$ cat src/rtl/bkg_addr_gen.sv
`default_nettype none
//============================================================================
// Module      : bkg_addr_gen
// Description : Address generator and pixel-output stage for the 20x15
//               background bitmap ROM. Converts the VGA scan position into
//               a ROM address using incremental counters only (no
//               multipliers), upscales every texel to 2^SCALE_LOG2 square
//               screen pixels, registers the returned colour index and
//               hands it, with a valid flag, to the palette/priority mux.
//
// Ports       : clk        pixel clock
//               rst        synchronous, active-high reset
//               hcnt       current horizontal pixel position (10 b)
//               vcnt       current vertical line position (10 b)
//               video_on   high in the visible area
//               rom_addr   registered ROM address (9 b), 1 clk after hcnt
//               rom_q      colour index returned combinationally by the ROM
//               pix_color  registered colour index, 2 clk after hcnt
//               pix_valid  pix_color is to be drawn this cycle
//
// Option      : `define BKG_TRANSPARENT_EN to treat colour index 0 as
//               transparent (pix_valid drops for index-0 texels). When the
//               macro is undefined every window pixel is valid.
//
// Revision    : 1.0  initial release
//============================================================================
module bkg_addr_gen #(
    parameter int X0         = 240,
    parameter int Y0         = 180,
    parameter int IMG_W      = 20,
    parameter int IMG_H      = 15,
    parameter int SCALE_LOG2 = 3
) (
    input  logic       clk,
    input  logic       rst,
    input  logic [9:0] hcnt,
    input  logic [9:0] vcnt,
    input  logic       video_on,
    output logic [8:0] rom_addr,
    input  logic [2:0] rom_q,
    output logic [2:0] pix_color,
    output logic       pix_valid
);

    //------------------------------------------------------------------------
    // Derived geometry, all sized to the signals they are compared with
    //------------------------------------------------------------------------
    localparam int S = 1 << SCALE_LOG2;

    localparam logic [9:0] X_LO  = 10'(X0);
    localparam logic [9:0] X_HI  = 10'(X0 + IMG_W * S);
    // Pixel counters are cleared one pixel ahead of the window so the first
    // window pixel sees col=0, xsub=0.
    localparam logic [9:0] X_CLR = 10'((X0 == 0) ? 0 : X0 - 1);
    localparam logic [9:0] Y_LO  = 10'(Y0);
    localparam logic [9:0] Y_HI  = 10'(Y0 + IMG_H * S);

    localparam logic [4:0] COL_MAX      = 5'(IMG_W - 1);
    localparam logic [8:0] ROW_STEP     = 9'(IMG_W);
    // Highest row_base ever needed (start of the last bitmap row). Holding
    // row_base here keeps row_base+col <= IMG_W*IMG_H-1 even for odd scans.
    localparam logic [8:0] ROW_BASE_MAX = 9'(IMG_W * (IMG_H - 1));

    localparam logic [SCALE_LOG2-1:0] SUB_MAX = '1;
    localparam logic [SCALE_LOG2-1:0] SUB_ONE = SCALE_LOG2'(1);

    //------------------------------------------------------------------------
    // Frame state
    //------------------------------------------------------------------------
    typedef enum logic [1:0] {
        WAIT_TOP = 2'd0,
        ROWS     = 2'd1,
        DONE     = 2'd2
    } state_t;

    state_t r_state;

    //------------------------------------------------------------------------
    // Counters and pipeline registers
    //------------------------------------------------------------------------
    logic [8:0]            r_row_base;  // IMG_W * current texel row
    logic [SCALE_LOG2-1:0] r_ysub;      // line within the current texel row
    logic [4:0]            r_col;       // current texel column
    logic [SCALE_LOG2-1:0] r_xsub;      // pixel within the current texel
    logic                  r_in_win_d;  // stage-1 window hit, feeds stage 2

    //------------------------------------------------------------------------
    // Window decode
    //------------------------------------------------------------------------
    logic       w_x_in;
    logic       w_y_in;
    logic       w_hit;
    logic [4:0] w_col;
    logic [8:0] w_addr;

    assign w_x_in = (hcnt >= X_LO) && (hcnt < X_HI);
    assign w_y_in = (vcnt >= Y_LO) && (vcnt < Y_HI);

    // Drawing is only enabled once the frame has been entered from the top;
    // this is what keeps a mid-frame reset from producing a partial image.
    assign w_hit  = w_x_in && w_y_in && video_on && (r_state == ROWS);

    // With the window touching the left screen edge the clear and the first
    // pixel coincide at hcnt==0, so the first column is forced directly.
    assign w_col  = ((X_LO == 10'd0) && (hcnt == 10'd0)) ? 5'd0 : r_col;
    assign w_addr = r_row_base + {4'd0, w_col};

    //------------------------------------------------------------------------
    // Single sequential block: frame FSM, counters, two-stage output pipe
    //------------------------------------------------------------------------
    always_ff @(posedge clk) begin
        if (rst) begin
            r_state    <= WAIT_TOP;
            r_row_base <= '0;
            r_ysub     <= '0;
            r_col      <= '0;
            r_xsub     <= '0;
            r_in_win_d <= 1'b0;
            rom_addr   <= '0;
            pix_color  <= '0;
            pix_valid  <= 1'b0;
        end else begin
            //----------------------------------------------------------------
            // Frame FSM, advanced once per line at hcnt==0
            //----------------------------------------------------------------
            if (hcnt == 10'd0) begin
                case (r_state)
                    WAIT_TOP: begin
                        if (vcnt == Y_LO) begin
                            r_state    <= ROWS;
                            r_row_base <= '0;
                            r_ysub     <= '0;
                        end
                    end
                    ROWS: begin
                        // First line past the window (or any jump outside
                        // it) means the last window line has completed.
                        if ((vcnt >= Y_HI) || (vcnt < Y_LO)) begin
                            r_state <= DONE;
                        end
                    end
                    DONE: begin
                        if (vcnt == 10'd0) begin
                            r_state <= WAIT_TOP;
                        end
                    end
                    default: begin
                        r_state <= WAIT_TOP;
                    end
                endcase
            end

            //----------------------------------------------------------------
            // Line counters: step at the first pixel right of the window
            //----------------------------------------------------------------
            if ((r_state == ROWS) && (hcnt == X_HI)) begin
                r_ysub <= r_ysub + SUB_ONE;
                if ((r_ysub == SUB_MAX) && (r_row_base < ROW_BASE_MAX)) begin
                    r_row_base <= r_row_base + ROW_STEP;
                end
            end

            //----------------------------------------------------------------
            // Pixel counters: advance across the window columns regardless
            // of video_on so a blanked stretch does not shift the image.
            //----------------------------------------------------------------
            if (hcnt == X_CLR) begin
                r_col  <= '0;
                r_xsub <= (X_LO == 10'd0) ? SUB_ONE : '0;
            end else if (w_x_in) begin
                r_xsub <= r_xsub + SUB_ONE;
                if ((r_xsub == SUB_MAX) && (r_col < COL_MAX)) begin
                    r_col <= r_col + 5'd1;
                end
            end

            //----------------------------------------------------------------
            // Stage 1: ROM address (parked at 0 outside the window)
            //----------------------------------------------------------------
            rom_addr   <= w_hit ? w_addr : 9'd0;
            r_in_win_d <= w_hit;

            //----------------------------------------------------------------
            // Stage 2: register the ROM data alongside its valid flag
            //----------------------------------------------------------------
            pix_color <= r_in_win_d ? rom_q : 3'd0;
`ifdef BKG_TRANSPARENT_EN
            pix_valid <= r_in_win_d && (rom_q != 3'd0);
`else
            pix_valid <= r_in_win_d;
`endif
        end
    end

endmodule
`default_nettype wire

$ cat config.mk
export PLATFORM = sky130hd
export DESIGN_NAME = bkg_addr_gen
export DESIGN_NICKNAME = d
export VERILOG_FILES = /design/src/rtl/bkg_addr_gen.sv
export SDC_FILE = /design/constraint.sdc
export NUM_CORES = 1
export LEC_CHECK = 0
export CAP_MARGIN = 20
export CORE_MARGIN = 5
export CORE_UTILIZATION = 50
export DETAILED_ROUTE_END_ITERATION = 8
export PLACE_DENSITY = 0.78
export REMOVE_ABC_BUFFERS = 1
export SLEW_MARGIN = 30
export SYNTH_ARGS = -nofsm -noshare
export SYNTH_HDL_FRONTEND = slang
export SYNTH_SLANG_ARGS = --single-unit
$ cat constraint.sdc
create_clock -name clk -period 1.89 [get_ports clk]
set_input_delay 0.4725 -clock clk [delete_from_list [all_inputs] [get_ports clk]]
set_output_delay 0.4725 -clock clk [all_outputs]
set_load 0.05 [all_outputs]
* Word-level counts from Yosys, hierarchy flattened *
Cells that the tools add are included.

operators by class
  bitwise gates (word level) = 2
  add/subtract/negate cells = 5
  magnitude comparators = 8
  equality and inequality tests = 10
  reduce and logical (&&, ||, !) cells = 21
  mux-type cells = 13

operators with widths
  cell                                                                                   number
  9-bit two-way mux                                                                      5
  10-bit by 8-bit == test with 1-bit output (second input constant)                      2
  10-bit by 8-bit greater-or-equal comparator with 1-bit output (second input constant)  2
  10-bit zero test                                                                       2
  10-bit by 9-bit < comparator with 1-bit output (second input constant)                 2
  3-bit two-way mux                                                                      4
  10-bit by 9-bit == test with 1-bit output (second input constant)                      1
  10-bit by 9-bit greater-or-equal comparator with 1-bit output (second input constant)  1
  10-bit by 8-bit < comparator with 1-bit output (second input constant)                 1
  9-bit by 5-bit adder with 9-bit output                                                 1
  9-bit by 5-bit adder with 9-bit output (second input constant)                         1
  9-bit < comparator (second input constant)                                             1
  1-bit logical AND                                                                      8
  3-bit by 1-bit adder with 3-bit output (second input constant)                         2
  3-bit == test (second input constant)                                                  2
  2-bit two-way mux                                                                      3
  2-bit inequality test (second input constant)                                          3
  2-bit case mux with 3 select lines                                                     1
  2-bit nonzero test                                                                     3
  2-bit OR reduction                                                                     3
  5-bit by 1-bit adder with 5-bit output (second input constant)                         1
  5-bit < comparator (second input constant)                                             1
  4-bit AND reduction                                                                    1
  3-bit AND reduction                                                                    1
  other kinds (6)                                                                        7

word-level totals
  output and inout bits = 13
  logic and storage cells = 68
  bits of input ports = 26
  flip-flop bits (word level) = 36

* Logic depth before layout (Yosys ltp) *
  depth in word-level cells = 7
  depth in mapped cells = 6
  gate-level depth less buffers = 6

* Least setup slack after synthesis *
No wires, ideal clock.

  path kind = input -> register
  start point = input port hcnt[9]
  end point = register r_row_base[2]
  slack = 160 ps
  cell stages on the path = 5
  data required time = 1,754 ps
  library setup time = 136 ps
  buffers on the path = 1
  arrival = 1,595 ps
  cells stage by stage = clkbuf_1 nor3_1 nand4b_1 o21ai_1 a21oi_1

on the way
  cells in the longest elaborated chain, start to end = 4
  elaborated cells on any way between the ends = 6
  classes of those cells = eq/ne: 1; mux: 3; reduce/logical: 2

RTL lines
  what                    RTL line  RTL
  start: declaration      36        input logic [9:0] hcnt,
  10-bit zero test        126       if (hcnt == 10'd0) begin
  9-bit two-way mux       126
  9-bit two-way mux       158       if ((r_ysub == SUB_MAX) && (r_row_base < ROW_BASE_MAX)) begin
  9-bit two-way mux (*)   156       if ((r_state == ROWS) && (hcnt == X_HI)) begin
  end signal: assignment  159       r_row_base <= r_row_base + ROW_STEP;
  end: declaration        81        logic [8:0] r_row_base;

Every way passes the cells marked *; elsewhere a longest branch is shown, timed or not.
A chain may end at the register's enable or synchronous reset.

* Worst setup path after layout *
  start point = register r_col[0]
  end point = register rom_addr[4]

on the way
  cells in the longest elaborated chain, start to end = 1

RTL lines
  what                                    RTL line  RTL
  start: declaration                      83        logic [4:0] r_col;
  start signal: assignment                173       r_col <= r_col + 5'd1;
  9-bit by 5-bit adder with 9-bit output  106       assign w_addr = r_row_base + {4'd0, w_col};
  end signal: assignment                  180       rom_addr <= w_hit ? w_addr : 9'd0;
  end: declaration                        39        output logic [8:0] rom_addr,

No other way between the ends.

==> metrics.md <==
| Metric | Value |
|---|---|
| I/O pins | 39 |
| Post-route ant nets | 0 |
| Area leader, netlist | dfxtp_1 |
| Gate power share | approximately 9.1% |
| Final Util | 74.7% |
| Placed cells | between 300 and 400 |
| Power share of the clock group | 42.8% |
| Leakage | 1.22 nW |
| Fin crit share | a little over nine tenths |
| Hold Violations, Final | 0 |
| Synth area leaders | dfxtp_1 (37%), ha_1 (7.1%), a21oi_1 (5.4%) |
| WL per Instance | 14.2 µm |
| Drt total wl | ~4.8 mm |
| Buf+Inv Stages, Crit Path | 1 |
| CP top delay family | adder cells |
| Area Growth Syn to Fin | 42.9% |
| Latest clock arrival within the worst-skew pair | 0.29 ns |
| CP Capture Type | register |
| Nets | 326 |
| Internal power | 1.23 mW |
| Layout Skew | about 0.0060 ns |
| Min-delay worst type | register to register |
| Die Width | 72.4 µm |
| Least-Margin Pin Slew | 0.381 ns |
| Synth warn | 0 |
| Worst path most repeated cell | a211oi_1 |
| Post-synth cell types | 57 |
| Starting Density | 52.3% |
| Die area | 5240 µm² |
| Ant. Diodes | 0 |
| Port bufs | 38 |
| CP max stage cell | fa_1 |
| Seq/Total Area, Yosys | 37.1% |
| Max-cap violations | 0 |
| Setup violators final | 0 |
| Gr usage total | 18.7% |
| Synth Flop Type | dfxtp_1 |
| Filler cells | 303 |
| Highest clock rate | 553 MHz |
| Largest net degree at the start of global routing | 13 |
| Vias in the first global route | 1,769 |
| H-tree Lvls | 2 |
| Via-to-Cell Ratio | 5.69 |
| Reg power frac | 48.0% |
| Post-synth EDFFs | 0 |
| #FFs+latches synth | 36 |
| P per Cell Area | ~570 nW/µm² |
| Via count | 1,918 |
| Core box area | 3720 µm² |
| Crit path arrival time | 1.98 ns |
| Die Y | 72.4 µm |
| DR DRC count | 0 |
| Final Instance Count excl. Fillers | 337 |
| Hold-fix buffers, CTS | 0 |
| Async set-reset flop share out of synthesis | 0% |
| GRT overflow | 0 |
| Clk slew on worst S/H paths | 0.07 ns |
| Startpoint types | register |
| First-pass GRT wire length | 7.76 mm |
| Site Rows | 22 |
| CTS Buf Count | 5 |
| Kind of critical path | register to register |
| DRT Pass-1 Iters | 4 |
| Netlist Area Pre-Place | 1940 µm² |
| Crit path cell chain | ha_1 > fa_1 > buf_4 > a21o_1 > a211oi_1 > a211oi_1 |
| Drt initial violations | 95 |
| Syn avg cell area | about 9.0 µm² |
| Share of post-route cells with drive strength above 1 | 27.3% |
| Slew margin rel. | 74.4% |
| Max FO, Critical Path | 6 |
| Final Max Slew Viols | 0 |
| HPWL Detailed | approximately 3.3 mm |
| Top cell type's share of synthesized area | 37.1% |
| Worst path required time | 2.06 ns |
| P_sw | between 0.3 and 0.4 mW |
| CTS Sinks | 36 |
| Syn Inst Count | roughly 220 |
| Initial antenna violation count | 0 |
| RD Place Congestion | between 0.7 and 0.8 |
| CTS root buffer | clkbuf_8 |
| CTS tree | done |
| Clock period minus worst slack | 1.81 ns |
| Max rail drop VDD | 0.264 mV |
| Max stage delay on crit path | 0.40 ns |
| Clock Path Buffers | 2 |
| Sw frac | 22.2% |
| Status | completed |
## cells in the mapped netlist (all sizes together), types with 4 or more instances
library cell  instances
a21oi                21
a31oi                 4
and2                  5
dfxtp                36
ha                   11
inv                  11
mux2i                 4
nand2                13
nand3                 6
nor2                  9
nor3b                 5
o211ai                5
o21ai                16
o31ai                 4
or3                   6
or4                   6
## placed cells by master (no fill, tap or decap), types with 7 or more instances in the layout
cell and n:
o21ai_0 13, ha_1 11, dlymetal6s2s_1 12, inv_1 10, buf_4 44, nand2_1 13, dfxtp_1 36, clkdlybuf4s50_1 7
nor2_1 7, a21oi_1 19
## worst min-delay path: cells and delay by family, from the launching register on
kind	cells	cell delay (ns)
buffers and inverters	1	0.05
and+or+nand+nor	1	0.03
DFF	1	0.32
## metrics by stage
| step | setup TNS (ns) | worst slack (ns) | hold WS (ns) | cell area [µm²] | power, mW |
|---|---|---|---|---|---|
| 2_1_floorplan | 0 | 0.0713 | 0.413 | 1910 | 0.808 |
| 3_3_place_gp | -7.51 | -0.367 | 0.425 | 2530 | 0.911 |
| 3_5_place_dp | -8.56 | -0.396 | 0.426 | 2530 | 0.914 |
| 4_1_cts | 0 | 0.0000357 | 0.442 | 2690 | 1.59 |
| 5_1_grt | -0.00202 | -0.00202 | 0.480 | 2780 | 1.65 |
| 6_report | 0 | 0.0809 | 0.439 | 2780 | 1.58 |
## area by class of cell
type / count / area, µm² / area share (%)
Clock buffer: 5 / 68.8 / 2.48
Clock inverter: 3 / 42.5 / 1.53
Inverter: 11 / 41.3 / 1.49
Multi-Input combinational cell: 164 / 1230 / 44.3
Sequential cell: 36 / 721 / 25.9
Tap cell: 48 / 60.1 / 2.16
Timing Repair Buffer: 70 / 614 / 22.1
## state kept, by name, indices dropped and copies added (netlist names)
register    count
r_row_base      9
r_in_win_d      1
r_state         2
pix_valid       1
r_ysub          3
r_col           5
r_xsub          3
rom_addr        9
pix_color       3
## logic make-up (layout without fill, tap and decap cells)
kind of cell	count (synthesis)	in the layout	share of synthesized area, %
xor+xnor	1	1	0.451
simple gates	81	81	26.5
compound gates	66	66	21.9
mux	4	4	2.06
buf+inv	17	89	3.93
fa+ha+maj	12	12	8.11
flops	36	36	37.1
## final timing paths
check                              from                          to  slack, ns  cells past startpoint
max               r_col[0]$_SDFFE_PP0P_      rom_addr[4]$_SDFF_PP0_       0.08                      6
min          r_row_base[0]$_SDFFE_PP0P_  r_row_base[0]$_SDFFE_PP0P_       0.44                      2
max reg2reg       r_col[0]$_SDFFE_PP0P_      rom_addr[4]$_SDFF_PP0_       0.08                      6
min reg2reg  r_row_base[0]$_SDFFE_PP0P_  r_row_base[0]$_SDFFE_PP0P_       0.44                      2
## per-layer routing
metal	GRT usage [%]	wire length, µm	vias up
li1	-	-	965
met1	21.3	1990	884
met2	33.2	2430	62
met3	4.43	287	7
met4	8.14	82	0
met5	0	0	-
## power groups by stage
stage	sequential (mW)	clock [mW]	combinational [mW]
after floorplan	0.778	0	0.0298
after global placement	0.778	0	0.133
after detailed placement	0.778	0	0.136
after CTS	0.761	0.691	0.139
after global routing	0.760	0.729	0.157
final	0.761	0.678	0.144
## repair_timing
item	in CTS	in global routing
resized for setup	16	21
setup buffers	2	1
cloned	1	0
pin swaps	2	10
setup endpoints to repair	13	19
Power figures use the tool's default switching activity.
